`src/rtl/mem_access_unit.sv`:
```
// Byte-addressed RV32I load/store front-end for a word-only data memory.
// Handles lane extraction/extension, read-modify-write for SB/SH and misalignment errors.
module mem_access_unit #(
    parameter int unsigned WORD_ADDR_W = 6,
    parameter int unsigned DATA_W      = 32
) (
    input  logic                     clk,
    input  logic                     rst_n,
    input  logic                     req_valid,
    input  logic                     req_we,
    input  logic [2:0]               funct3,
    input  logic [WORD_ADDR_W+1:0]   addr,
    input  logic [DATA_W-1:0]        wdata,
    output logic                     busy,
    output logic                     done,
    output logic [DATA_W-1:0]        rdata,
    output logic                     misaligned,
    output logic                     dm_read,
    output logic                     dm_write,
    output logic [WORD_ADDR_W-1:0]   dm_addr,
    output logic [DATA_W-1:0]        dm_wdata,
    input  logic [DATA_W-1:0]        dm_rdata
);

    localparam int unsigned AW = WORD_ADDR_W + 2;

    typedef enum logic [2:0] {
        StIdle,
        StLoad,
        StRmwRd,
        StRmwWr,
        StWr,
        StResp
    } state_e;

    state_e      state;
    logic [2:0]  f3_q;
    logic [1:0]  offs_q;
    logic [15:0] wdata_q;

    logic              legal;
    logic              misal;
    logic              err;
    logic [7:0]        byte_sel;
    logic [15:0]       half_sel;
    logic [DATA_W-1:0] load_val;
    logic [DATA_W-1:0] merge_val;

    // Request decode, evaluated on the raw inputs in IDLE.
    always_comb begin
        legal = 1'b0;
        misal = 1'b0;
        if (req_we) begin
            legal = funct3 inside {3'b000, 3'b001, 3'b010};
        end else begin
            legal = funct3 inside {3'b000, 3'b001, 3'b010, 3'b100, 3'b101};
        end
        case (funct3[1:0])
            2'b01:   misal = addr[0];
            2'b10:   misal = |addr[1:0];
            default: misal = 1'b0;
        endcase
        err = !legal || misal;
    end

    // Lane extraction for loads and lane replacement for SB/SH, both from the latched request.
    always_comb begin
        byte_sel = dm_rdata[{offs_q, 3'b000} +: 8];
        half_sel = offs_q[1] ? dm_rdata[31:16] : dm_rdata[15:0];
        case (f3_q)
            3'b000:  load_val = {{(DATA_W-8){byte_sel[7]}}, byte_sel};
            3'b001:  load_val = {{(DATA_W-16){half_sel[15]}}, half_sel};
            3'b100:  load_val = {{(DATA_W-8){1'b0}}, byte_sel};
            3'b101:  load_val = {{(DATA_W-16){1'b0}}, half_sel};
            default: load_val = dm_rdata;
        endcase
        merge_val = dm_rdata;
        if (f3_q[0]) begin
            merge_val[{offs_q[1], 4'b0000} +: 16] = wdata_q;
        end else begin
            merge_val[{offs_q, 3'b000} +: 8] = wdata_q[7:0];
        end
    end

    always_ff @(posedge clk or negedge rst_n) begin
        if (!rst_n) begin
            state      <= StIdle;
            f3_q       <= 3'b000;
            offs_q     <= 2'b00;
            wdata_q    <= 16'h0000;
            busy       <= 1'b0;
            done       <= 1'b0;
            misaligned <= 1'b0;
            rdata      <= '0;
            dm_read    <= 1'b0;
            dm_write   <= 1'b0;
            dm_addr    <= '0;
            dm_wdata   <= '0;
        end else begin
            case (state)
                StIdle: begin
                    if (req_valid) begin
                        f3_q    <= funct3;
                        offs_q  <= addr[1:0];
                        wdata_q <= wdata[15:0];
                        busy    <= 1'b1;
                        if (err) begin
                            state      <= StResp;
                            done       <= 1'b1;
                            misaligned <= 1'b1;
                        end else if (!req_we) begin
                            state   <= StLoad;
                            dm_read <= 1'b1;
                            dm_addr <= addr[AW-1:2];
                        end else if (funct3 == 3'b010) begin
                            state    <= StWr;
                            dm_write <= 1'b1;
                            dm_wdata <= wdata;
                            dm_addr  <= addr[AW-1:2];
                        end else begin
                            state   <= StRmwRd;
                            dm_read <= 1'b1;
                            dm_addr <= addr[AW-1:2];
                        end
                    end
                end
                StLoad: begin
                    rdata   <= load_val;
                    dm_read <= 1'b0;
                    dm_addr <= '0;
                    done    <= 1'b1;
                    state   <= StResp;
                end
                StRmwRd: begin
                    dm_read  <= 1'b0;
                    dm_write <= 1'b1;
                    dm_wdata <= merge_val;
                    state    <= StRmwWr;
                end
                StRmwWr, StWr: begin
                    dm_write <= 1'b0;
                    dm_wdata <= '0;
                    dm_addr  <= '0;
                    done     <= 1'b1;
                    state    <= StResp;
                end
                StResp: begin
                    done       <= 1'b0;
                    misaligned <= 1'b0;
                    busy       <= 1'b0;
                    state      <= StIdle;
                end
                default: state <= StIdle;
            endcase
        end
    end

endmodule
```
`config.mk`:
```
export PLATFORM = sky130hd
export DESIGN_NAME = mem_access_unit
export DESIGN_NICKNAME = d
export VERILOG_FILES = /design/src/rtl/mem_access_unit.sv
export SDC_FILE = /design/constraint.sdc
export NUM_CORES = 1
export LEC_CHECK = 0
export ABC_CLOCK_PERIOD_IN_PS = 3420
export CAP_MARGIN = 30
export CELL_PAD_IN_SITES_DETAIL_PLACEMENT = 0
export CELL_PAD_IN_SITES_GLOBAL_PLACEMENT = 1
export CORE_MARGIN = 2
export CORE_UTILIZATION = 38
export CTS_CLUSTER_DIAMETER = 120
export DETAILED_ROUTE_END_ITERATION = 8
export PLACE_DENSITY = 0.91
export SETUP_SLACK_MARGIN = 0.02
export SLEW_MARGIN = 25
export SYNTH_ARGS = -nofsm -noshare
export SYNTH_HDL_FRONTEND = slang
export SYNTH_SLANG_ARGS = --single-unit
```
`constraint.sdc`:
```
create_clock -name clk -period 3.42 [get_ports clk]
set_input_delay 0.342 -clock clk [delete_from_list [all_inputs] [get_ports clk]]
set_output_delay 0.342 -clock clk [all_outputs]
set_load 0.01 [all_outputs]
```
==> results by stage <==
Run status:
- The flow ran to the end, and the final reports show no timing, DRC or antenna violations.

Clock network:
- The insertion delay of the later-clocked pin in the worst-skew pair is 0.36 ns.
- The post-CTS setup buffer count is 0.
- The longest clock path from root to sink contains 2 buffers.
- TritonCTS created 9 clock buffers.
- Hold repair after CTS inserted 0 buffers.
- CTS placed an instance of clkbuf_16 at the clock tree root.
- The TritonCTS clock tree is done.
- After clock tree synthesis, the clock-pin slew on the worst setup and hold paths is 0.07 ns.
- After clock tree synthesis, the repair step resized 0 gates.
- The number of H-tree levels is 3.
- CTS saw 99 sinks.

Critical path:
- For this design, the slowest cell found on the critical path is dfrtp_1.
- The nature of the critical path startpoint is a register.
- The worst register-to-register path begins at offs_q[0]$_DFFE_PN0P_.
- Walking the worst path, the cells encountered are inv_1, ha_1, and4b_1, a221o_1, a32o_1, mux2_2.
- By startpoint and endpoint, the worst setup path is classified as register to register.
- The critical path capture point type is a register.
- The depth of the most critical reg-to-reg path is 6.
- The worst register-to-register path ends at dm_wdata[11]$_DFFE_PN0P_.
- The signal arrival time at the worst endpoint is 2.64 ns.
- The required time at the worst-slack endpoint is 3.66 ns.
- The worst setup path startpoint is offs_q[0]$_DFFE_PN0P_.
- In this design, the stage delay of the slowest critical-path cell is 0.53 ns.
- The maximum fanout along the worst path is 11.
- The worst reg-to-reg setup slack is 1.02 ns.

STA:
- Headroom to the max-slew limit came out at 48.1%.
- Setup repair after global routing left no endpoint under its margin.
- The final count of hold timing violations came to 0.
- The smallest setup slack after layout is 1.02 ns.
- Static timing analysis puts the maximum clock frequency at 0.417 GHz.
- The maximum clock skew at final layout is 0.00981 ns.
- The post-route clock period utilization is 70.1%.
- The worst hold slack across all endpoints is 0.0161 ns.
- The total negative setup slack is 0 ns.
- Setup violations remaining at the end of the flow were counted as 0.
- The max-slew violation total from the final report came to 0.
- The clock period minus worst slack is 2.40 ns.
- For the pin with the worst max-slew slack, the measured transition is 0.779 ns.

Global route:
- The global routing usage summed across all routing layers is 24.0%.
- The wire length of the first global-routing pass is 30.2 mm.
- Entering global routing, the biggest net connects 50 pins.
- The via count of the first global-routing pass is 5,464.
- The sum of overflow across all layers after global routing is 0.
- The initial antenna violation count is 0.

Drt:
- The post-route DRC violation count is 0.
- The number of optimization iterations in the first detailed-route pass is 5.
- After the first detailed-routing iteration, the DRC count stood at 450.
- The count of vias placed by the detailed router is 5,341.
- After detailed routing, the number of vias per cell comes to 6.04.
- After detailed routing, the total wire length is 19.0 mm.
- The count of nets left with antenna violations after detail routing is 0.
- In the final routed layout, each cell accounts on average for 21.5 um.

Job:
- The tool flagged a number of max-cap violations equal to 0.

Synth:
- The share of the Yosys chip area taken by registers is 42.9%.
- The number of warnings printed during yosys synthesis is 0.
- The flip-flop and latch count after synthesis is 99.
- The synthesized design contains 0 enable-type register cells.
- The simple-gate share of the synthesized area is 12.5%.
- After synthesis, the largest family of logic cells by area is compound AO/OA/AOI/OAI gates.
- The count of different cell masters after synthesis is 50.
- The dominant register cell in the synthesized netlist is dfrtp_1.
- In the synthesized netlist, mux cells make up 18.3% of the area.
- The synthesized netlist devotes 20.1% of its cell area to compound gates.
- The net count after synthesis is 645.
- Summing every instance area after synthesis gives 5780 sq um.
- The XOR/XNOR share of the synthesized area is 0.152%.
- After synthesis, the share of flip-flops with an asynchronous set or reset is 100%.
- The gate count after technology mapping is 558.
- The synthesized area per cell is 10.4 sq um.
- The post-synthesis share of cell area spent on full adders, half adders and majority gates is 1.73%.

Layout:
- Of the cells placed in the final design, the portion with a size suffix greater than 1 is 10.9%.
- The final-stage net count is 779.
- Once layout is done, the placed cells without fillers occupy 7790 sq um.
- The number of diodes is 0.
- The layout-stage area growth over the synthesis result is 34.9%.

Floorplan:
- The placement row count is 45.
- In this run the standard cell core region covers 15,000 sq um.
- The starting density of the core is 38.4%.
- The floorplan die width is 127 um.
- The die is 127 um tall.
- In this run the count of I/O pins placed on the die edge is 154.
- The die covers 16,200 sq um.

Placed design:
- Once placement finished, the instance area stood at 7480 sq um.
- Summed over all nets, the half-perimeter wirelength after detailed placement is 13.9 mm.
- The pre-CTS worst setup slack is 0.800 ns.
- During placement, the flow inserted port buffers numbering 153.
- The placer congestion estimate is 0.884.

Hold path:
- The worst min-delay path class is primary input to asynchronous set/reset pin.

Pwr:
- Dividing total power by cell area gives a power density of 929 nW/um^2.
- The static leakage is 3.25 nW.
- The worst voltage drop across the vdd grid is 368 uV.
[power by group]
group | switching (mW) | leakage (nW) | internal [mW]
Clock | 0.455 | 0.143 | 0.643
Sequential | 0.610 | 1.20 | 1.73
Combinational | 1.84 | 1.91 | 1.96
Total | 2.90 | 3.25 | 4.34
[worst max path at each step]
stage	end	cells past startpoint	slack, ns
global route	dm_wdata[11]$_DFFE_PN0P_	6	0.87
floorplan	dm_wdata[11]$_DFFE_PN0P_	9	0.87
global placement	dm_wdata[22]$_DFFE_PN0P_	8	0.92
CTS	dm_wdata[11]$_DFFE_PN0P_	6	1.04
detailed placement	dm_wdata[25]$_DFFE_PN0P_	8	0.80
finish	dm_wdata[11]$_DFFE_PN0P_	6	1.02
[critical path, delay by kind of cell, from the launching register on]
kind / cells / cell delay [ns]
compound gates: 2 / 0.60
flops: 1 / 0.53
fa+ha+maj: 1 / 0.37
buf+inv: 1 / 0.18
simple gates: 1 / 0.35
mux: 1 / 0.26
[per-stage QoR]
step | util (%) | std cells | power (mW)
2_1_floorplan | - | 558 | 4.53
3_3_place_gp | 49.6 | 868 | 6.01
3_5_place_dp | 49.7 | 869 | 6.12
4_1_cts | 51.8 | 885 | 7.24
5_1_grt | 51.8 | 885 | 7.71
6_report | 51.8 | 885 | 7.24
[sequential cells by signal, summed over array words and instances, names as in the netlist]
name,cells
busy,1
dm_addr,6
dm_read,1
dm_wdata,32
dm_write,1
done,1
f3_q,3
misaligned,1
offs_q,2
rdata,32
state,3
wdata_q,16
[logic make-up after synthesis]
group | Yosys count
mux | 99
flops | 99
compound gates | 138
simple gates | 153
xor+xnor | 1
fa+ha+maj | 8
buf+inv | 60
[cells in the mapped netlist, types with 2 or more instances]
master    count  area (sq um)
clkbuf_1     25          93.8
o21ai_1       4          20.0
a221o_1      32           320
a31oi_1      10          62.6
nor2b_1       3          18.8
ha_1          8           100
nor3_1        3          15.0
buf_2        18          90.1
a21oi_1      13          65.1
mux2i_1      47           470
nand2_1      76           285
o22a_1        8          70.1
mux2_1       17           191
a22oi_1      14           105
nor2_1       20          75.1
a22o_1        6          52.6
mux2_2       34           383
nor4bb_1      3          30.0
nand3_1      33           165
a32o_1       32           320
dfrtp_1      99          2480
o21ai_0       8          40.0
nor3b_2       2          25.0
nand2b_1      2          12.5
inv_2         2          7.51
o21a_1        2          15.0
inv_1        14          52.6
[cells in the final DEF, fill, tap and decap left out, types with 17 or more instances in the layout]
cell and count:
nand3_1 33, mux2i_1 47, dfrtp_1 97, a32o_1 32, a221o_1 32, mux2_2 34
nand2_1 76, mux2_1 17, nor2_1 20, clkdlybuf4s50_1 152
[routing by layer]
layer	global-route usage, %	vias up	part of all wire (%)	wire length (um)
met5	0	-	0	0
met1	32.9	2674	44	8390
li1	-	2378	-	-
met2	37.2	251	46	8800
met3	4.94	38	6.9	1320
met4	9.57	0	2.7	518
[cell type report]
cell class	count	area, sq um
fill	1362	7240
inverter	16	60.1
tap	188	235
multi-input combinational	399	3060
clock buffer	12	236
timing repair buffer	167	1650
sequential	99	2480
clock inverter	4	75.1
Note: power is estimated with default switching activity, not from simulation.
